## src/rtl/qcv_load_store_unit.sv

```systemverilog
`timescale 1ns/1ps
`default_nettype none
// ============================================================================
// Module   : qcv_load_store_unit
// Brief    : qcv load/store unit. Single-request req/gnt/rvalid data-memory
//            master with byte enables, lane rotation and load extension.
//            Define QCV_LSU_MISALIGNED_EN to split word-crossing accesses into
//            two bus transactions; otherwise they complete with an error.
// Revision : 1.0 - initial release
// ============================================================================
module qcv_load_store_unit (
    input  logic        clk_i,
    input  logic        rst_ni,

    input  logic        lsu_req_i,
    input  logic        lsu_we_i,
    input  logic [1:0]  lsu_type_i,
    input  logic        lsu_sign_ext_i,
    input  logic [31:0] lsu_wdata_i,
    input  logic [31:0] adder_result_ex_i,

    output logic        busy_o,
    output logic        lsu_resp_valid_o,
    output logic [31:0] lsu_rdata_o,
    output logic        load_err_o,
    output logic        store_err_o,
    output logic [31:0] addr_last_o,

    output logic        data_req_o,
    input  logic        data_gnt_i,
    output logic [31:0] data_addr_o,
    output logic        data_we_o,
    output logic [3:0]  data_be_o,
    output logic [31:0] data_wdata_o,
    input  logic        data_rvalid_i,
    input  logic [31:0] data_rdata_i,
    input  logic        data_err_i
);

    typedef enum logic [2:0] {
        IDLE          = 3'd0,
        WAIT_GNT      = 3'd1,
        WAIT_RVALID   = 3'd2
`ifdef QCV_LSU_MISALIGNED_EN
        ,
        WAIT_GNT_2    = 3'd3,
        WAIT_RVALID_2 = 3'd4
`endif
    } state_t;

    state_t      r_state;
    state_t      w_state_nx;

    logic [31:0] r_addr;
    logic [1:0]  r_type;
    logic        r_we;
    logic        r_sign_ext;
    logic [31:0] r_wdata;
`ifdef QCV_LSU_MISALIGNED_EN
    logic [31:0] r_rdata_lo;
    logic        r_err;
`endif

    logic [1:0]  w_off;
    logic [7:0]  w_size_mask;
    logic [7:0]  w_be_span;
    logic        w_split;
    logic [31:0] w_addr_lo;
    logic [31:0] w_addr_hi;
    logic [31:0] w_wdata_rot;
    logic [31:0] w_rd_lo;
    logic [31:0] w_rdata_al;
    logic [31:0] w_rdata_ext;
    logic        w_second;
    logic        w_err;
    logic        w_req;
    logic        w_resp;

    // ------------------------------------------------------------------------
    // Access geometry from the captured request
    // ------------------------------------------------------------------------
    assign w_off = r_addr[1:0];

    always_comb begin
        w_size_mask = 8'b0000_1111;
        case (r_type)
            2'b01:   w_size_mask = 8'b0000_0011;
            2'b10:   w_size_mask = 8'b0000_0001;
            default: w_size_mask = 8'b0000_1111;
        endcase
    end

    // Lower nibble covers the first word, upper nibble spills into the next.
    assign w_be_span = w_size_mask << w_off;
    assign w_split   = |w_be_span[7:4];
    assign w_addr_lo = {r_addr[31:2], 2'b00};
    assign w_addr_hi = w_addr_lo + 32'd4;

    // Store data rotated left into its byte lanes; the same word serves both
    // halves of a split access.
    always_comb begin
        w_wdata_rot = lsu_wdata_i;
        case (adder_result_ex_i[1:0])
            2'd1:    w_wdata_rot = {lsu_wdata_i[23:0], lsu_wdata_i[31:24]};
            2'd2:    w_wdata_rot = {lsu_wdata_i[15:0], lsu_wdata_i[31:16]};
            2'd3:    w_wdata_rot = {lsu_wdata_i[7:0],  lsu_wdata_i[31:8]};
            default: w_wdata_rot = lsu_wdata_i;
        endcase
    end

    // ------------------------------------------------------------------------
    // Load data: rotate right and merge the two parts, then extend
    // ------------------------------------------------------------------------
`ifdef QCV_LSU_MISALIGNED_EN
    assign w_rd_lo = (r_state == WAIT_RVALID_2) ? r_rdata_lo : data_rdata_i;
`else
    assign w_rd_lo = data_rdata_i;
`endif

    always_comb begin
        w_rdata_al = w_rd_lo;
        case (w_off)
            2'd1:    w_rdata_al = {data_rdata_i[7:0],  w_rd_lo[31:8]};
            2'd2:    w_rdata_al = {data_rdata_i[15:0], w_rd_lo[31:16]};
            2'd3:    w_rdata_al = {data_rdata_i[23:0], w_rd_lo[31:24]};
            default: w_rdata_al = w_rd_lo;
        endcase
    end

    always_comb begin
        w_rdata_ext = w_rdata_al;
        case (r_type)
            2'b01:   w_rdata_ext = {{16{r_sign_ext & w_rdata_al[15]}}, w_rdata_al[15:0]};
            2'b10:   w_rdata_ext = {{24{r_sign_ext & w_rdata_al[7]}},  w_rdata_al[7:0]};
            default: w_rdata_ext = w_rdata_al;
        endcase
    end

    // ------------------------------------------------------------------------
    // FSM: state register
    // ------------------------------------------------------------------------
    always_ff @(posedge clk_i or negedge rst_ni) begin
        if (!rst_ni) begin
            r_state    <= IDLE;
            r_addr     <= '0;
            r_type     <= '0;
            r_we       <= 1'b0;
            r_sign_ext <= 1'b0;
            r_wdata    <= '0;
`ifdef QCV_LSU_MISALIGNED_EN
            r_rdata_lo <= '0;
            r_err      <= 1'b0;
`endif
        end else begin
            r_state <= w_state_nx;
            if (r_state == IDLE && lsu_req_i) begin
                r_addr     <= adder_result_ex_i;
                r_type     <= lsu_type_i;
                r_we       <= lsu_we_i;
                r_sign_ext <= lsu_sign_ext_i;
                r_wdata    <= w_wdata_rot;
            end
`ifdef QCV_LSU_MISALIGNED_EN
            if (r_state == WAIT_RVALID && data_rvalid_i) begin
                r_rdata_lo <= data_rdata_i;
                r_err      <= data_err_i;
            end
`endif
        end
    end

    // ------------------------------------------------------------------------
    // FSM: next state and handshake outputs
    // ------------------------------------------------------------------------
    always_comb begin
        w_state_nx = r_state;
        w_req      = 1'b0;
        w_resp     = 1'b0;
        w_second   = 1'b0;
        w_err      = 1'b0;
        case (r_state)
            IDLE: begin
                if (lsu_req_i) begin
                    w_state_nx = WAIT_GNT;
                end
            end
            WAIT_GNT: begin
`ifdef QCV_LSU_MISALIGNED_EN
                w_req = 1'b1;
                if (data_gnt_i) begin
                    w_state_nx = WAIT_RVALID;
                end
`else
                // Boundary-crossing access is refused without touching the bus.
                if (w_split) begin
                    w_resp     = 1'b1;
                    w_err      = 1'b1;
                    w_state_nx = IDLE;
                end else begin
                    w_req = 1'b1;
                    if (data_gnt_i) begin
                        w_state_nx = WAIT_RVALID;
                    end
                end
`endif
            end
            WAIT_RVALID: begin
                if (data_rvalid_i) begin
`ifdef QCV_LSU_MISALIGNED_EN
                    if (w_split) begin
                        w_state_nx = WAIT_GNT_2;
                    end else begin
                        w_resp     = 1'b1;
                        w_err      = data_err_i;
                        w_state_nx = IDLE;
                    end
`else
                    w_resp     = 1'b1;
                    w_err      = data_err_i;
                    w_state_nx = IDLE;
`endif
                end
            end
`ifdef QCV_LSU_MISALIGNED_EN
            WAIT_GNT_2: begin
                w_req    = 1'b1;
                w_second = 1'b1;
                if (data_gnt_i) begin
                    w_state_nx = WAIT_RVALID_2;
                end
            end
            WAIT_RVALID_2: begin
                w_second = 1'b1;
                if (data_rvalid_i) begin
                    w_resp     = 1'b1;
                    w_err      = r_err | data_err_i;
                    w_state_nx = IDLE;
                end
            end
`endif
            default: begin
                w_state_nx = IDLE;
            end
        endcase
    end

    // ------------------------------------------------------------------------
    // Output drive; bus fields are zero whenever no request is outstanding
    // ------------------------------------------------------------------------
    assign busy_o           = (r_state != IDLE);
    assign addr_last_o      = r_addr;
    assign lsu_resp_valid_o = w_resp;
    assign lsu_rdata_o      = (w_resp && !r_we) ? w_rdata_ext : 32'd0;
    assign load_err_o       = w_resp & w_err & ~r_we;
    assign store_err_o      = w_resp & w_err & r_we;

    assign data_req_o   = w_req;
    assign data_addr_o  = w_req ? (w_second ? w_addr_hi : w_addr_lo) : 32'd0;
    assign data_be_o    = w_req ? (w_second ? w_be_span[7:4] : w_be_span[3:0]) : 4'd0;
    assign data_we_o    = w_req & r_we;
    assign data_wdata_o = w_req ? r_wdata : 32'd0;

endmodule
`default_nettype wire

```

## config.mk

```make
export PLATFORM = sky130hd
export DESIGN_NAME = qcv_load_store_unit
export DESIGN_NICKNAME = d
export VERILOG_FILES = /design/src/rtl/qcv_load_store_unit.sv
export SDC_FILE = /design/constraint.sdc
export NUM_CORES = 1
export LEC_CHECK = 0
export ABC_AREA = 1
export BUFFER_PORTS_ARGS = -buffer_cell sky130_fd_sc_hd__buf_2
export CORE_MARGIN = 2
export CORE_UTILIZATION = 40
export DETAILED_ROUTE_END_ITERATION = 8
export GPL_TIMING_DRIVEN = 0
export PLACE_DENSITY_LB_ADDON = 0.15
export SETUP_SLACK_MARGIN = 0.5
export SLEW_MARGIN = 5
export SYNTH_ARGS = -nofsm -noshare
export SYNTH_HDL_FRONTEND = slang
export SYNTH_SLANG_ARGS = --single-unit
export TNS_END_PERCENT = 30
```

## constraint.sdc

```tcl
create_clock -name clk_i -period 1.9 [get_ports clk_i]
set_input_delay 0.19 -clock clk_i [delete_from_list [all_inputs] [get_ports clk_i]]
set_output_delay 0.19 -clock clk_i [all_outputs]
set_load 0.01 [all_outputs]
```

==> results of run 1 <==
worst max path at each step:
stage | startpoint | end | slack, ns | cells past startpoint
final | r_type[0] | lsu_rdata_o[8] | -0.40 | 11
after CTS | r_type[1] | lsu_rdata_o[15] | -0.36 | 12
after global placement | r_type[0] | data_wdata_o[1] | -0.34 | 9
after detailed placement | r_type[0] | data_wdata_o[1] | -0.33 | 9
after global routing | r_type[0] | lsu_rdata_o[8] | -0.47 | 11
after floorplan | addr_last_o[1] | lsu_rdata_o[10] | 0.17 | 11
flip-flops by register name, summed over array words and instances (netlist names):
signal	flops
r_type	2
r_state	2
r_wdata	32
addr_last_o	32
r_sign_ext	1
r_we	1
cell usage after synthesis, types with 2 or more instances:
master / count
a21oi_1: 75
a21oi_2: 2
a22oi_1: 19
a41oi_1: 5
buf_1: 3
buf_2: 17
buf_4: 5
buf_6: 5
clkbuf_1: 27
dfrtp_1: 70
ha_1: 5
inv_1: 108
inv_2: 5
nand2_1: 167
nand2_2: 2
nand3_1: 54
nand4_1: 18
nor2_1: 158
nor2_2: 3
o211ai_1: 6
o21ai_0: 80
o22ai_1: 10
report_power, final:
part	internal, uW	switching (uW)	leakage (uW)
registers	2230	347	0.000832
clock network	913	637	0.000132
logic	4050	6180	0.00334
metrics by stage:
step / power (uW) / hold slack (ns) / utilization, % / TNS (ns)
after floorplan: 8490 / -0.106 / - / 0
after global placement: 11100 / 0.392 / 54.5 / -13.75
after detailed placement: 11200 / 0.0980 / 54.7 / -14.16
after CTS: 13800 / 0.0526 / 59.4 / -28.78
after global routing: 15500 / 0.0654 / 61.9 / -39.06
final: 14400 / 0.0585 / 61.9 / -28.97
per-layer routing:
layer | vias up | wire [um] | global-route usage (%)
met2 | 361 | 9720 | 46.6
met5 | - | 0 | 0
li1 | 3343 | - | -
met1 | 3157 | 9160 | 38.8
met4 | 0 | 604 | 8.68
met3 | 43 | 1750 | 5.56
timing repair:
item	in CTS	in global routing
hold buffers	1	0
gates cloned	2	1
endpoints found under the setup margin	173	174
setup buffers	17	6
pin swaps	7	7
resized for setup	52	110
endpoints found under the hold margin	18	0
tightest hold or removal path, stage by stage:
cell	delay (ns)
buf_2	0.08
nand2_1	0.04
nand2_1	0.04
area by class of cell:
| cell class | instances | area [um^2] | share of cell area (%) |
|---|---|---|---|
| Antenna cell | 1 | 2.50 | 0.0306 |
| Timing Repair Buffer | 268 | 1610 | 19.7 |
| Tap cell | 176 | 220 | 2.70 |
| Clock inverter | 4 | 22.5 | 0.276 |
| Inverter | 113 | 439 | 5.38 |
| Multi-Input combinational cell | 618 | 3370 | 41.3 |
| Sequential cell | 70 | 1750 | 21.5 |
| Clock buffer | 12 | 246 | 3.02 |
| Buffer | 57 | 504 | 6.17 |
logic make-up after synthesis:
logic type | Yosys count
AOI/OAI and AO/OA | 202
adders and majority gates | 5
buffers and inverters | 170
DFF | 70
other | 1
and+or+nand+nor | 409
==> impl_metrics.tcl, run 1 <==
set metrics [dict create \
    violations "negative setup slack" \
    grt_overflow_total 0 \
    hpwl_um 15800 \
    r2r-end "r_state[1]" \
    yosysSeqAreaShare_pct 32.6 \
    clk_pin_slew_ns 0.06 \
    pre_cts_slack_ns -0.335 \
    placed_area_um2 7220 \
    synth_compound_area_share_pct 20.9 \
    whs_endpoint "r_sign_ext" \
    avgRoutedWirePerCell_um 16.1 \
    drc 0 \
    postSynthCellCount 857 \
    synth_top_family_by_area "simple AND/OR/NAND/NOR gates" \
    post_route_cells_drive_above_1_share_pct 36.7 \
    setup_violations 103 \
    vias 6904 \
    start_kind "register" \
    layout_commonest_cell "buf_2" \
    min_from "lsu_sign_ext_i" \
    arrival_ns 2.11 \
    synth-seq-cells 70 \
    cp_common_cell "nand2_2" \
    first_pass_iters 7 \
    worst_skew_pair.late_latency_ns 0.33 \
    area_growth_pct 52.0 \
    start_util_pct 40.7 \
    hold_violations 0 \
    synthAdderAreaFrac_pct 1.16 \
    powerDensity_nw_per_um2 1760 \
    grt_pass1_vias 6314 \
    synthSimpleGateAreaFrac_pct 31.9 \
    synth_top_area_share_pct 32.6 \
    final_area_um2 8170 \
    grt_pass1_wl_um 32700 \
    synth-edff-count 0 \
    cts_buffers 9 \
    cts_max_level 3 \
    core_um2 13200 \
    peakVddDrop_mv 0.901 \
    critical_path_class "reg2out" \
    track_usage_pct 28.7 \
    wirelength_um 21200 \
    avgSynthCellArea_um2 6.27 \
    final.setup_skew_ns 0.00612 \
    critical_path_required_ns 1.71 \
    fill_cells 1302 \
    ios 244 \
    synth_area_leader_cell "dfrtp_1" \
    instances_no_fill 1319 \
    first_iter_violations 527 \
    relSlewSlack_pct 61.4 \
    grt_max_degree 53 \
    async_flop_share_pct 100 \
    worst_pin_slew_ns 0.578 \
    syn_area_um2 5370 \
    die_y_um 120 \
    synthTopCellsByArea "dfrtp_1 (33%), nand2_1 (12%), nor2_1 (11%)" \
    cts_tree "yes" \
    fin_crit_sh_pct 121 \
    synth_mux_area_share_pct 0 \
    cts_max_path_buffers 2 \
    vias_per_cell 5.23 \
    crit_fanout 5 \
    portBuffers 240 \
    cp_slowest_stage_delay_ns 0.40 \
    cp.buffers_inverters 3 \
    fmax_mhz 434 \
    power.static_leakage_uw 0.00431 \
    maxSlewViolCount 0 \
    layout_common_cells "buf_2 (232), nand2_1 (158), nor2_1 (126)" \
    cts_sinks 70 \
    path_cells "buf_6, ha_4, o21ai_4, nand2_1, nand2_2, nand2_2, nand2_4, nand3_4, clkbuf_16, a21oi_4, buf_2" \
    hold_path_class "in2reg" \
    min_path_cells 3 \
    status "finished, violations left" \
    cp-end-kind "primary output" \
    gp_congestion 0.970 \
    dp.cells 1275 \
    rows 42 \
    finalNetCount 1248 \
    rsz0062_at_grt "true" \
    yosysWarnings 0 \
    antenna_found_initial 2 \
    synth_xor_area_share_pct 0 \
    synth_flop_cell "dfrtp_1" \
    worst_slack_ns -0.405 \
    r2r_cells 11 \
    ant_nets 0 \
    die_w_um 120 \
    r2r_setup_slack_ns 0.17 \
    reg2reg_from "r_type[0]" \
    max-cap-violations 0 \
    root_buffer "clkbuf_16" \
    cpLargestDelayFamily "buffers and inverters" \
    dieArea_um2 14400 \
    synth.distinct_cells 35 \
    slowest_stage "dfrtp_1" \
    period_minus_slack_ns 2.30 \
]
Power figures use the tool's default switching activity.
==> inputs of run 2 (changes only) <==
Clock period 1.9 ns to 2.3 ns, I/O delays scaled along.
==> run 2 against run 1 <==
Compared with the run above: the run still ends with negative setup slack left; routed wire length up 3.4%; count of clock-buffer cells in the layout decreased by 2; critical path depth increased by 1; combinational power shrank 19%; clock skew is 0.0020 ns higher; sequential power shrank 17%; total power fell by 16%; first-iteration DRC count increased by 8.2%; global-route usage increased by 1.7 points; final cell count rose by 0.45%.
==> impl_metrics.tcl, run 2 (synthesis results as in run 1) <==
set metrics [dict create \
    start_util_pct 40.7 \
    placed_area_um2 6870 \
    relSlewSlack_pct 58.7 \
    worst_skew_pair.late_latency_ns 0.33 \
    start_kind "register" \
    setup_violations 4 \
    r2r-end "r_state[1]" \
    grt_pass1_vias 6608 \
    r2r_setup_slack_ns 0.59 \
    vias_per_cell 5.26 \
    cts_tree "yes" \
    final_util_pct 60.8 \
    crit_end "lsu_rdata_o[12]" \
    hpwl_um 16400 \
    clk_pin_slew_ns 0.06 \
    min_from "lsu_sign_ext_i" \
    status "finished, violations left" \
    powerDensity_nw_per_um2 1500 \
    drc 0 \
    layout_common_cells "buf_2 (232), nand2_1 (156), nor2_1 (135)" \
    avgRoutedWirePerCell_um 16.6 \
    power.static_leakage_uw 0.00429 \
    wirelength_um 22000 \
    crit_fanout 5 \
    first_pass_iters 5 \
    period_minus_slack_ns 2.31 \
    cts_max_level 3 \
    track_usage_pct 30.4 \
    worst_slack_ns -0.0136 \
    dieArea_um2 14400 \
    critical_path_class "reg2out" \
    peakVddDrop_mv 0.633 \
    antenna_found_initial 1 \
    hold_violations 0 \
    arrival_ns 2.08 \
    cp-end-kind "primary output" \
    fmax_mhz 432 \
    r2r_cells 11 \
    cp-startpoint "r_type[0]" \
    root_buffer "clkbuf_16" \
    hold_path_class "in2reg" \
    final.setup_skew_ns 0.00816 \
    max-cap-violations 0 \
    area_growth_pct 49.3 \
    rows 42 \
    worst_pin_slew_ns 0.618 \
    cts_max_path_buffers 2 \
    die_w_um 120 \
    grt_overflow_total 0 \
    portBuffers 240 \
    final_area_um2 8020 \
    gp_congestion 0.997 \
    post_route_cells_drive_above_1_share_pct 35.5 \
    maxSlewViolCount 0 \
    ant_nets 0 \
    finalNetCount 1255 \
    grt_pass1_wl_um 34300 \
    ios 244 \
    core_um2 13200 \
    grt_max_degree 52 \
    cts_buffers 9 \
    rsz0062_at_grt "true" \
    critical_path_required_ns 2.07 \
    fin_crit_sh_pct 101 \
    layout_commonest_cell "buf_2" \
    cts_sinks 70 \
    first_iter_violations 570 \
    violations "negative setup slack" \
    die_y_um 120 \
    vias 6973 \
    reg2reg_from "r_type[0]" \
]
==> run 2: changes by cell type in the layout (fill, tap and decap cells not counted), moves of 6 or more <==
cell / delta
nor2_1: +9
clkbuf_4: +6
clkbuf_1: +9
buf_4: -7
nor2_4: -16
a21oi_4: -9
a21oi_2: +7
nor2_2: +7
==> run 2: worst min-delay path by stage <==
| stage | endpoint | cells after the start | slack [ns] |
|---|---|---|---|
| final | r_sign_ext | 3 | 0.09 |
| after detailed placement | r_wdata[5] | 1 | 0.14 |
| after floorplan | addr_last_o[0] | 0 | -0.07 |
| after global routing | addr_last_o[7] | 3 | 0.1 |
| after CTS | r_sign_ext | 3 | 0.08 |
| after global placement | r_sign_ext | 3 | 0.43 |
==> run 2: routing by layer <==
layer	global-route usage (%)	routed length, um
met1	40.2	9140
met2	48.9	10200
met3	6.04	1770
met4	12.1	871
met5	0	0
==> run 2: layout make-up <==
cell class,count,area (um^2)
antenna,1,2.50
timing repair buffer,275,1650
sequential,70,1750
fill,1333,5170
buffer,57,405
inverter,113,448
multi-input combinational,618,3200
tap,176,220
clock inverter,5,108
clock buffer,10,239
==> run 2: stage by stage <==
step / power [uW] / hold slack [ns] / TNS (ns) / instances / worst slack [ns]
global placement: 8610 / 0.429 / -0.0950 / 1274 / -0.0950
global route: 13000 / 0.0997 / -5.62 / 1324 / -0.145
detailed placement: 8650 / 0.143 / -0.0662 / 1275 / -0.0662
CTS: 11700 / 0.0844 / -0.0162 / 1312 / -0.0147
finish: 12000 / 0.0947 / -0.0210 / 1325 / -0.0136
floorplan: 6330 / -0.0656 / 0 / 858 / 0.472
==> run 2: repair_timing <==
action / CTS / global route
cloned: 2 / 1
pin swaps: 38 / 19
setup endpoints to repair: 135 / 149
setup buffers: 19 / 11
hold endpoints to repair: 19 / 0
resized for setup: 125 / 29
hold buffers: 1 / 0
==> run 2: worst max-delay path, stage by stage (launching register included) <==
cell	delay, ns
dfrtp_1	0.38
inv_2	0.07
ha_4	0.30
inv_6	0.04
nor2_8	0.10
inv_2	0.04
nand2_2	0.07
nand2_4	0.05
nand2_4	0.09
nand3_4	0.16
buf_8	0.19
a21oi_2	0.10
buf_2	0.14
==> run 2: where the power goes <==
group          switching [uW]  internal (uW)  total (uW)  leakage (uW)
Combinational            4970           3280        8250       0.00329
Sequential                299           1840        2140      0.000832
Clock                     546           1090        1630      0.000169
Total                    5810           6210       12000       0.00429
==> inputs of run 3 (changes only) <==
Settings changed: CORE_UTILIZATION 40 to 30.
==> run 3 against run 2 <==
Compared with the run above: the run still ends with negative setup slack left; via count decreased by 2.0%; die area increased by 32%; utilization decreased by 14 points; sequential share of layout area decreased by 0.28 points; global-route usage decreased by 6.9 points; sequential power about the same.
==> impl_metrics.tcl, run 3 (synthesis results as in run 1) <==
set metrics [dict create \
    worst_pin_slew_ns 0.556 \
    track_usage_pct 23.5 \
    ios 244 \
    cts_tree "yes" \
    root_buffer "clkbuf_16" \
    maxSlewViolCount 0 \
    grt_overflow_total 0 \
    pwr-share-clk_pct 11.1 \
    drc 0 \
    gp_congestion 0.926 \
    fill_cells 1904 \
    sw_frac_of_total_pct 49.8 \
    cp-startpoint "addr_last_o[0]" \
    cts_max_path_buffers 2 \
    min_from "adder_result_ex_i[18]" \
    pre_cts_slack_ns -0.0285 \
    rows 48 \
    layout_common_cells "buf_2 (223), nand2_1 (159), nor2_1 (128)" \
    vias 6831 \
    min_path_cells 3 \
    core_um2 17400 \
    start_kind "register" \
    die_y_um 138 \
    violations "negative setup slack" \
    avgRoutedWirePerCell_um 16.9 \
    area_growth_pct 51.3 \
    clk_pin_slew_ns 0.06 \
    fin_crit_sh_pct 102 \
    critical_path_required_ns 2.07 \
    intPower_uw 6030 \
    cts_sinks 70 \
    r2r_cells 11 \
    hold_path_class "in2reg" \
    layout_commonest_cell "buf_2" \
    cts_buffers 9 \
    first_pass_iters 5 \
    period_minus_slack_ns 2.34 \
    dieArea_um2 19000 \
    grt_pass1_wl_um 34200 \
    max-cap-violations 0 \
    antenna_found_initial 2 \
    reg2reg_from "r_type[0]" \
    crit_fanout 10 \
    hpwl_um 17100 \
    worst_slack_ns -0.0360 \
    worst_skew_pair.late_latency_ns 0.34 \
    arrival_ns 2.11 \
    seq_power_share_pct 17.7 \
    final.setup_skew_ns 0.00592 \
    peakVddDrop_mv 0.645 \
    placed_area_um2 6920 \
    powerDensity_nw_per_um2 1480 \
    fmax_mhz 428 \
    p_switching_uw 5980 \
    start_util_pct 30.8 \
    rsz0062_at_grt "true" \
    cp-end-kind "primary output" \
    first_iter_violations 495 \
    ant_nets 0 \
    hold_violations 0 \
    grt_max_degree 38 \
    portBuffers 240 \
    finalNetCount 1251 \
    power.static_leakage_uw 0.00428 \
    die_w_um 138 \
    final_util_pct 46.7 \
    wirelength_um 23200 \
    post_route_cells_drive_above_1_share_pct 35.7 \
    vias_per_cell 4.98 \
    status "finished, violations left" \
    relSlewSlack_pct 62.9 \
    final_area_um2 8130 \
    pwr-share-comb_pct 71.2 \
    grt_pass1_vias 6362 \
    cts_max_level 3 \
    critical_path_class "reg2out" \
    setup_violations 13 \
]
[run 3: cell type report]
cell class              count  area, um^2  share of cell area (%)
clock inverters             7        56.3                   0.693
plain buffers              57         427                    5.25
repair buffers            271        1690                    20.8
multi-input cells         618        3260                    40.1
well taps                 225         282                    3.46
diodes                      1        2.50                  0.0308
clock buffers               9         225                    2.77
flip-flops and latches     70        1750                    21.6
inverters                 113         429                    5.28
[run 3: worst max-delay path, stage by stage (launching register included)]
cell and delay [ns]:
dfrtp_2 0.47, inv_2 0.14, nand2_4 0.11, inv_2 0.12
nand2_1 0.06, nand4_1 0.14, nand3_2 0.35, a21oi_2 0.24
buf_2 0.15
[run 3: final timing paths]
path / endpoint / slack (ns)
setup / recovery: lsu_rdata_o[12] / -0.04
hold / removal: addr_last_o[18] / 0.1
setup reg to reg: r_state[1] / 0.63
hold reg to reg: r_state[1] / 0.50
max in group asynchronous: addr_last_o[25] / 1.36
min in group asynchronous: r_wdata[21] / 0.39
[run 3: metal layers]
metal | global-route usage [%] | share of wire (%)
met1 | 30.7 | 42
met3 | 4.12 | 7.8
met5 | 0 | 0
met2 | 38.6 | 47
met4 | 9.47 | 2.9
[run 3: what timing repair did]
action	4_1_cts	5_1_grt
resized for setup	131	41
setup buffers	21	4
setup endpoints to repair	141	156
gates cloned	3	1
hold buffers	1	0
endpoints found under the hold margin	33	0
pin swaps	16	11
[run 3: power by group through the flow]
| stage | logic (uW) | clock network (uW) | registers, uW |
|---|---|---|---|
| after detailed placement | 6580 | 0 | 2120 |
| after global placement | 6570 | 0 | 2110 |
| after floorplan | 4110 | 0 | 2220 |
| after global routing | 9350 | 1400 | 2190 |
| after CTS | 8250 | 1360 | 2130 |
| final | 8550 | 1330 | 2130 |
[run 3: per-stage QoR]
step | instances | power, uW | hold slack (ns) | TNS, ns
2_1_floorplan | 858 | 6330 | -0.0656 | 0
3_3_place_gp | 1323 | 8680 | 0.428 | -0.155
3_5_place_dp | 1324 | 8690 | 0.226 | -0.165
4_1_cts | 1365 | 11700 | 0.0892 | -0.332
5_1_grt | 1370 | 12900 | 0.0892 | -3.81
6_report | 1371 | 12000 | 0.0963 | -0.136
